--- src/rtl/mem_arbiter.sv ---
// Single-port RAM arbiter shared by the icache and dcache miss paths.
// Data side has priority; an anti-starvation counter forces an icache grant.
module mem_arbiter #(
    parameter int WORD_W     = 32,
    parameter int STARVE_MAX = 4
) (
    input  logic              CLK,
    input  logic              nRST,
    input  logic              iREN,
    input  logic [WORD_W-1:0] iaddr,
    output logic              iwait,
    output logic [WORD_W-1:0] iload,
    input  logic              dREN,
    input  logic              dWEN,
    input  logic [WORD_W-1:0] daddr,
    input  logic [WORD_W-1:0] dstore,
    output logic              dwait,
    output logic [WORD_W-1:0] dload,
    output logic              ramREN,
    output logic              ramWEN,
    output logic [WORD_W-1:0] ramaddr,
    output logic [WORD_W-1:0] ramstore,
    input  logic [WORD_W-1:0] ramload,
    input  logic [1:0]        ramstate
);

    localparam logic [1:0] IDLE   = 2'd0;
    localparam logic [1:0] IGRANT = 2'd1;
    localparam logic [1:0] DGRANT = 2'd2;

    localparam logic [1:0] RAM_ACCESS = 2'd2;
    localparam logic [1:0] RAM_ERROR  = 2'd3;

    localparam int               CNT_W   = $clog2(STARVE_MAX + 1);
    localparam logic [CNT_W-1:0] CNT_MAX = CNT_W'(STARVE_MAX);

    logic [1:0]       state, next_state;
    logic [CNT_W-1:0] starve_cnt, starve_next;
    logic             dreq;

    assign dreq = dREN | dWEN;

    // Outputs decode from the registered state, so an async reset forces
    // every output to its idle value without waiting for a clock edge.
    always_comb begin
        next_state  = state;
        starve_next = starve_cnt;
        ramREN      = 1'b0;
        ramWEN      = 1'b0;
        ramaddr     = '0;
        ramstore    = '0;
        iwait       = 1'b1;
        dwait       = 1'b1;
        iload       = '0;
        dload       = '0;
        case (state)
            IDLE: begin
                if (dreq && !(iREN && starve_cnt == CNT_MAX))
                    next_state = DGRANT;
                else if (iREN)
                    next_state = IGRANT;
            end
            IGRANT: begin
                ramaddr = iaddr;
                if (!iREN) begin
                    next_state = IDLE;
                end else begin
                    ramREN = 1'b1;
                    if (ramstate == RAM_ACCESS) begin
                        iwait       = 1'b0;
                        iload       = ramload;
                        starve_next = '0;
                        next_state  = IDLE;
                    end else if (ramstate == RAM_ERROR) begin
                        next_state = IDLE;
                    end
                end
            end
            DGRANT: begin
                ramaddr  = daddr;
                ramstore = dstore;
                if (!dreq) begin
                    next_state = IDLE;
                end else begin
                    ramWEN = dWEN;
                    ramREN = dREN & ~dWEN;
                    if (ramstate == RAM_ACCESS) begin
                        dwait      = 1'b0;
                        next_state = IDLE;
                        if (!dWEN)
                            dload = ramload;
                        // Count only data wins that actually held off a waiting fetch.
                        if (!iREN)
                            starve_next = '0;
                        else if (starve_cnt < CNT_MAX)
                            starve_next = starve_cnt + CNT_W'(1);
                    end else if (ramstate == RAM_ERROR) begin
                        next_state = IDLE;
                    end
                end
            end
            default: next_state = IDLE;
        endcase
    end

    always_ff @(posedge CLK or negedge nRST) begin
        if (!nRST) begin
            state      <= IDLE;
            starve_cnt <= '0;
        end else begin
            state      <= next_state;
            starve_cnt <= starve_next;
        end
    end

endmodule

--- config.mk ---
export PLATFORM = sky130hd
export DESIGN_NAME = mem_arbiter
export DESIGN_NICKNAME = d
export VERILOG_FILES = /design/src/rtl/mem_arbiter.sv
export SDC_FILE = /design/constraint.sdc
export NUM_CORES = 1
export LEC_CHECK = 0
export ABC_CLOCK_PERIOD_IN_PS = 1900
export BUFFER_PORTS_ARGS = -buffer_cell sky130_fd_sc_hd__buf_2
export CAP_MARGIN = 40
export CORE_AREA = 2 2 104 106
export CTS_CLUSTER_DIAMETER = 150
export DETAILED_ROUTE_END_ITERATION = 6
export DIE_AREA = 0 0 106 108
export PLACE_DENSITY_LB_ADDON = 0.2
export SLEW_MARGIN = 5
export SYNTH_ARGS = -nofsm -noshare
export SYNTH_HDL_FRONTEND = slang
export SYNTH_SLANG_ARGS = --single-unit
--- constraint.sdc ---
create_clock -name CLK -period 1.9 [get_ports CLK]
set_clock_uncertainty 0.05 [all_clocks]
set_input_delay 0.19 -clock CLK [delete_from_list [all_inputs] [get_ports CLK]]
set_output_delay 0.19 -clock CLK [all_outputs]
set_load 0.01 [all_outputs]
* Word-level counts from Yosys, hierarchy flattened *
Cells that the tools add are included.

operators by class
  bitwise operators = 3
  reductions and logical operators = 6
  magnitude comparators = 1
  equality and inequality tests = 11
  $add $sub $neg = 1
  mux-type cells = 33

operators with widths
  cell                                                 count
  2-to-1 mux 32 bit                                    8
  case mux 32 bit (2 select lines)                     1
  2-to-1 mux 3 bit                                     6
  2-to-1 mux 2 bit                                     6
  2-to-1 mux 1 bit                                     9
  != test 2 bit, second input constant                 4
  equality test 2 bit, second input constant           3
  != test 3 bit, second input constant                 2
  case mux 2 bit (3 select lines)                      1
  case mux 3 bit (2 select lines)                      1
  AND reduction 6 bit                                  1
  adder 3 x 1 -> 3 bit, second input constant          1
  equality test 3 bit, second input constant           1
  < comparator 3 bit, second input constant            1
  equality test 2 x 1 -> 1 bit, second input constant  1
  logical AND 1 bit                                    2
  zero test 2 bit                                      1
  case mux 1 bit (2 select lines)                      1
  nonzero test 2 bit                                   1
  AND 1 bit                                            1
  zero test 1 bit                                      1
  NOT 1 bit                                            1
  bitwise OR 1 bit                                     1

word-level totals
  flip-flop bits (word level) = 5
  word-level logic and storage cells = 57
  input bits = 135
  output and inout port bits = 132

* Depth between registers and ports, before layout *
Gate-level depths: netlist (run 1).

  depth after elaboration = 6
  depth in mapped cells = 7
  depth with buffers taken out = 5

* Worst setup path after synthesis (run 1) *
OpenSTA, ideal clock, no wires.

  kind = register to output
  start = register state[1]
  end = output iload[23]
  data arrival time = 1437 ps
  data required time = 1660 ps
  cell stages (with the launch flop) = 7
  path slack = 223 ps
  buffers on the path = 2
  path through = dfrtp_1 > inv_1 > ha_1 > buf_2 > and2_0 > clkbuf_1 > and3_1

between the ends
  word-level cells in the longest chain between the ends = 2

ends and longest elaborated chain
  item                          RTL line  source
  start: declaration            37        logic [1:0] state, next_state;
  start signal: assignment      111       state <= next_state;
  equality test 2 x 1 -> 1 bit  56        case (state)
  2-to-1 mux 32 bit             56
  end: declaration              12        output logic [WORD_W-1:0] iload,

Every way passes these cells.

* Worst setup path after layout (run 1) *
  start = register state[0]
  end = output dload[31]

between the ends
  word-level cells in the longest chain between the ends = 2

ends and longest elaborated chain
  item                 RTL line  source
  equality test 2 bit  56
  2-to-1 mux 32 bit    56
  end: declaration     18        output logic [WORD_W-1:0] dload,

Every way passes these cells.

==> flow_summary.json, run 1 <==
{
  "arrival_ns": 1.64,
  "dp_cells": 617,
  "die_y_um": 108,
  "ir_drop_v": 0.000445,
  "syn-num-nets": 377,
  "async_reset_ff_share_pct": 100,
  "grt_pass1_vias": 2372,
  "fmaxAchievable_mhz": 531,
  "layout.nets": 641,
  "grt_setup_unrepaired": "yes",
  "ys_types": 36,
  "power_density_mw_per_mm2": 832,
  "die_w_um": 106,
  "synth-warning-count": 0,
  "leakagePower_nw": 2.18,
  "fill_cells": 1131,
  "synth_most_common_cell": "and3_1",
  "netlist_top_cells_count": "64 x and3_1, 33 x and2_1, 32 x a22oi_1, 32 x nor2b_1, 24 x clkbuf_1",
  "initial_core_util_pct": 15.7,
  "track_usage_pct": 13.4,
  "clockRootBuffer": "clkbuf_8",
  "grt_overflow_total": 0,
  "required_ns": 1.66,
  "synth.avg_cell_area_um2": 6.81,
  "critPathTopFamily": "flip-flops",
  "cts_buffers": 3,
  "worst_pin_slew_ns": 0.446,
  "r2r_end": "starve_cnt[2]",
  "finalNonFillerCells": 635,
  "hold_class": "in -> async",
  "grt_max_degree": 53,
  "synth-seq-cells": 5,
  "hpwlAfterDp_um": 6860,
  "io_buffers": 266,
  "synthDominantCellAreaShare_pct": 24.9,
  "multiInputGateArea_mm2": 0.00140,
  "clkSlewWorstSetupHoldPaths_ns": 0.04,
  "cp_cell_sequence": "inv_2 > ha_4 > and3b_2 > clkbuf_16 > and3_1 > buf_2",
  "antenna_found_initial": 0,
  "r2r_slack_ns": 0.08,
  "crit_slowest_cell": "dfrtp_2",
  "synthCells": 236,
  "wl_per_cell_um": 14.1,
  "critPathKind": "reg -> out",
  "avgViaCountPerCell": 4.39,
  "antennaDiodeCount": 0,
  "regArea_um2": 128,
  "r2r_start": "state[1]",
  "ctsHtreeMaxLevel": 1,
  "maxCapViolCount": 0,
  "num_vias": 2787,
  "drc_errors": 0,
  "core_area_mm2": 0.0102,
  "areaGrowthSynthToFinish_pct": 114,
  "boundaryPins": 267,
  "rows": 37,
  "cp-end-kind": "primary output",
  "drive_above_1_share_pct": 61.9,
  "clkSinkCount": 5,
  "clk_latency_ns": 0.22,
  "relSlewSlack_pct": 69.5,
  "netlist_area_mm2": 0.00161,
  "setup_tns_ns": 0,
  "clockBufferDepth": 2,
  "ant_nets": 0,
  "wirelength_um": 8930,
  "finalSetupViolations": 0,
  "drtIter0Drc": 144,
  "dieArea_mm2": 0.0114,
  "reg2reg_depth": 6,
  "yosysTopAreaCell": "and3_1",
  "dr.pass1.iters": 4,
  "cp_max_fo": 16,
  "grt_pass1_wl_um": 12400,
  "ys.flop_type": "dfrtp_1",
  "status": "finished clean",
  "synth_edf_count": 0,
  "cp_num_buf_inv": 3,
  "min_period_ns": 1.88,
  "cp_slowest_stage_delay_ns": 0.44,
  "hold_violations": 0,
  "synth.area.top_cells": "and3_1 25%, a22oi_1 15%, and2_1 13%",
  "place.gp.congestion": 0.821,
  "cts_tree": "yes",
  "worstSetupStartpointType": "flop",
  "ys_seq_area_share_pct": 7.79,
  "drv_slew": 0,
  "timing.final.crit_share_pct": 99.1
}
[state kept, by name (all words and copies together) (netlist names)]
name        count
state           2
starve_cnt      3
[cells by family (layout without fill, tap and decap cells)]
group	after synthesis	in the layout	synth area share, %
compound gates	45	45	21.3
fa+ha+maj	6	6	4.67
flops	5	5	7.79
simple gates	145	145	56.9
buf+inv	34	297	8.72
mux	1	1	0.701
[layout make-up]
type	count	area share [%]
Inverter	5	0.547
Clock buffer	4	1.31
Sequential cell	5	3.72
Timing Repair Buffer	288	48.7
Multi-Input combinational cell	197	40.7
Tap cell	136	4.96
[worst max path at each step]
stage	startpoint	end	slack [ns]	cells after the start
2_1_floorplan	state[1]	iload[23]	0.22	6
3_3_place_gp	state[0]	ramaddr[16]	0.03	4
3_5_place_dp	state[0]	ramaddr[24]	-0.04	4
4_1_cts	state[0]	ramaddr[24]	-0.003	7
5_1_grt	state[0]	dload[2]	-0.04	6
6_report	state[0]	dload[31]	0.02	6
[per-stage QoR]
stage	setup slack [ns]	hold slack, ns	util (%)	power [mW]	area, um2
6_report	0.0167	0.302	33.5	2.86	3430
5_1_grt	-0.0404	0.333	33.5	3.10	3430
4_1_cts	-0.00314	0.323	32.4	2.67	3320
3_5_place_dp	-0.0423	-0.0389	30.5	2.24	3120
3_3_place_gp	0.0310	-0.0357	30.5	2.23	3120
2_1_floorplan	0.223	-0.156	-	1.37	1610
[cells in the final DEF (no fill, tap or decap), types with 2 or more instances in the layout]
cell | Yosys | routed
ha_4 | 0 | 3
and3_1 | 64 | 64
dfrtp_1 | 5 | 3
o21a_1 | 2 | 2
buf_2 | 3 | 266
inv_1 | 5 | 3
nor2b_1 | 32 | 28
nor2_1 | 2 | 2
a22oi_1 | 32 | 31
buf_12 | 0 | 6
ha_1 | 6 | 3
clkbuf_8 | 0 | 3
nand2_1 | 3 | 3
buf_4 | 0 | 9
inv_2 | 0 | 2
and2_1 | 33 | 33
nor2b_2 | 0 | 4
buf_16 | 0 | 3
nor4b_1 | 2 | 2
clkbuf_16 | 0 | 2
dfrtp_2 | 0 | 2
[power breakdown]
part / internal, mW / switching (mW)
sequential: 0.142 / 0.0382
clock: 0.144 / 0.0502
combinational: 1.31 / 1.17
[per-layer routing]
layer	GRT usage [%]	up-vias	wire, um
met5	0	-	0
met4	0.658	0	0
met3	3.13	0	601
met2	23.2	117	4520
met1	17.9	1295	3810
li1	-	1375	-
[timing repair]
item | 4_1_cts | 5_1_grt
gates cloned | 2 | 2
hold buffers | 1 | 0
endpoints found under the hold margin | 5 | 0
setup endpoints to repair | 103 | 77
resized for setup | 12 | 9
buffers inserted | 4 | 5
Note: power is estimated with default switching activity, not from simulation.
==> run 2, diff against run 1 <==
==> constraint.sdc (replaced) <==
create_clock -name CLK -period 1.9 [get_ports CLK]
set_clock_uncertainty 0.05 [all_clocks]
set_input_delay 0.285 -clock CLK [delete_from_list [all_inputs] [get_ports CLK]]
set_output_delay 0.285 -clock CLK [all_outputs]
set_load 0.01 [all_outputs]
==> run 2 against run 1 <==
Net effect:
- the flow now finishes with violations (setup timing)
- cell count up 1.4%
- global-route usage shrank 0.53 points
- clock power up 3%
- combinational power grew 13%
- largest power group unchanged
==> flow_summary.json, run 2 (synthesis gave the netlist of run 1 again) <==
{
  "status": "complete, but fails checks",
  "violations": "setup timing",
  "ctsHtreeMaxLevel": 1,
  "place.gp.congestion": 0.845,
  "fmaxAchievable_mhz": 509,
  "cp_max_fo": 8,
  "reg_top3": "starve_cnt (3), state (2)",
  "hold_violations": 0,
  "core_area_mm2": 0.0102,
  "drc_errors": 0,
  "ant_nets": 0,
  "post-route-util_pct": 37.0,
  "required_ns": 1.56,
  "arrival_ns": 1.63,
  "final_cell_area_mm2": 0.00379,
  "clk_latency_ns": 0.22,
  "avgViaCountPerCell": 4.43,
  "cts_buffers": 3,
  "fill_cells": 1069,
  "layout.nets": 650,
  "drv_slew": 0,
  "top_register": "starve_cnt",
  "relSlewSlack_pct": 70.1,
  "num_vias": 2850,
  "dp_cells": 619,
  "placed_area_mm2": 0.00314,
  "antennaDiodeCount": 0,
  "dieArea_mm2": 0.0114,
  "worst_pin_slew_ns": 0.437,
  "wl_per_cell_um": 15.1,
  "clkSinkCount": 5,
  "initial_core_util_pct": 15.7,
  "die_y_um": 108,
  "setup_ws_ns": -0.0633,
  "grt_overflow_total": 0,
  "leakagePower_nw": 2.26,
  "grt_setup_unrepaired": "yes",
  "power_density_mw_per_mm2": 839,
  "grt_max_degree": 54,
  "layout_common_cells": "261 x buf_2, 59 x and3_1, 33 x and2_1",
  "maxCapViolCount": 0,
  "layout_commonest_cell": "buf_2",
  "timing.final.crit_share_pct": 103,
  "grt_pass1_vias": 2500,
  "finalSetupViolations": 60,
  "min_period_ns": 1.96,
  "critPathKind": "reg -> out",
  "drtIter0Drc": 131,
  "die_w_um": 106,
  "ir_drop_v": 0.000403,
  "hold_class": "in -> async",
  "hpwlAfterDp_um": 6780,
  "track_usage_pct": 12.9,
  "clkSlewWorstSetupHoldPaths_ns": 0.04,
  "io_buffers": 266,
  "antenna_found_initial": 0,
  "clockBufferDepth": 2,
  "drive_above_1_share_pct": 68.1,
  "boundaryPins": 267,
  "finalNonFillerCells": 644,
  "dr.pass1.iters": 4,
  "clockRootBuffer": "clkbuf_8",
  "largest_reg_flops": 3,
  "areaGrowthSynthToFinish_pct": 136,
  "cp-end-kind": "primary output",
  "cts_tree": "yes",
  "grt_pass1_wl_um": 12200,
  "wirelength_um": 9710,
  "rows": 37,
  "worstSetupStartpointType": "flop"
}
-- run 2: cell count changes in the layout (fill, tap and decap cells not counted), moves of 6 or more --
cell       change
buf_6          +8
clkbuf_16      +6
a22oi_1       -27
a22oi_2       +27
-- run 2: final cells by class --
type	instances	area, um2	share of cell area (%)
well taps	136	170	4.49
inverters	5	21.3	0.562
multi-input cells	197	1550	41.0
repair buffers	297	1870	49.5
clock buffers	4	45.0	1.19
flip-flops and latches	5	126	3.34
-- run 2: timing repair --
action | CTS | global route
pin swaps | 1 | 7
setup endpoints to repair | 100 | 74
hold endpoints to repair | 5 | 0
gates resized for setup | 11 | 43
hold buffers | 1 | 0
cloned | 1 | 10
buffers inserted | 2 | 7
-- run 2: power breakdown --
part           internal [mW]  switching (mW)  total (mW)
Sequential             0.140          0.0298       0.170
Combinational           1.49            1.32        2.81
Clock                  0.144          0.0552       0.200
Total                   1.77            1.41        3.18
-- run 2: worst paths after layout --
| check | slack, ns | end | cells past startpoint | from |
|---|---|---|---|---|
| min in group CLK | 0.48 | state[0] | 3 | ramstate[1] |
| worst min-delay path | 0.37 | state[1] | 2 | nRST |
| worst max register to register | 0.14 | starve_cnt[0] | 6 | state[0] |
| worst max-delay path | -0.06 | iload[14] | 6 | state[1] |
| max in group asynchronous | 1.28 | state[0] | 2 | nRST |
| worst min register to register | 0.49 | starve_cnt[1] | 1 | starve_cnt[1] |
-- run 2: worst max-delay path, cell delays in order, from the launching register on --
cell       delay [ns]
dfrtp_1          0.39
inv_2            0.11
ha_4             0.17
and2_4           0.26
clkbuf_16        0.19
and3_1           0.16
buf_2            0.12
-- run 2: stage by stage --
| stage | setup TNS [ns] | hold WS, ns | worst slack, ns | power (mW) |
|---|---|---|---|---|
| floorplan | 0 | -0.0606 | 0.128 | 1.37 |
| global placement | 0 | 0.0621 | 0.104 | 2.23 |
| CTS | -1.03 | 0.378 | -0.0537 | 2.53 |
| finish | -2.05 | 0.373 | -0.0633 | 3.18 |
| global route | -8.57 | 0.390 | -0.140 | 3.44 |
| detailed placement | 0 | 0.0602 | 0.0779 | 2.23 |
-- run 2: routing by layer --
| metal | track usage, % | share of wire, % | vias up |
|---|---|---|---|
| met3 | 2.71 | 6.2 | 10 |
| met5 | 0 | 0 | - |
| met1 | 16.5 | 42 | 1319 |
| met4 | 1.79 | 0.96 | 0 |
| met2 | 22.8 | 50 | 126 |
| li1 | - | - | 1395 |
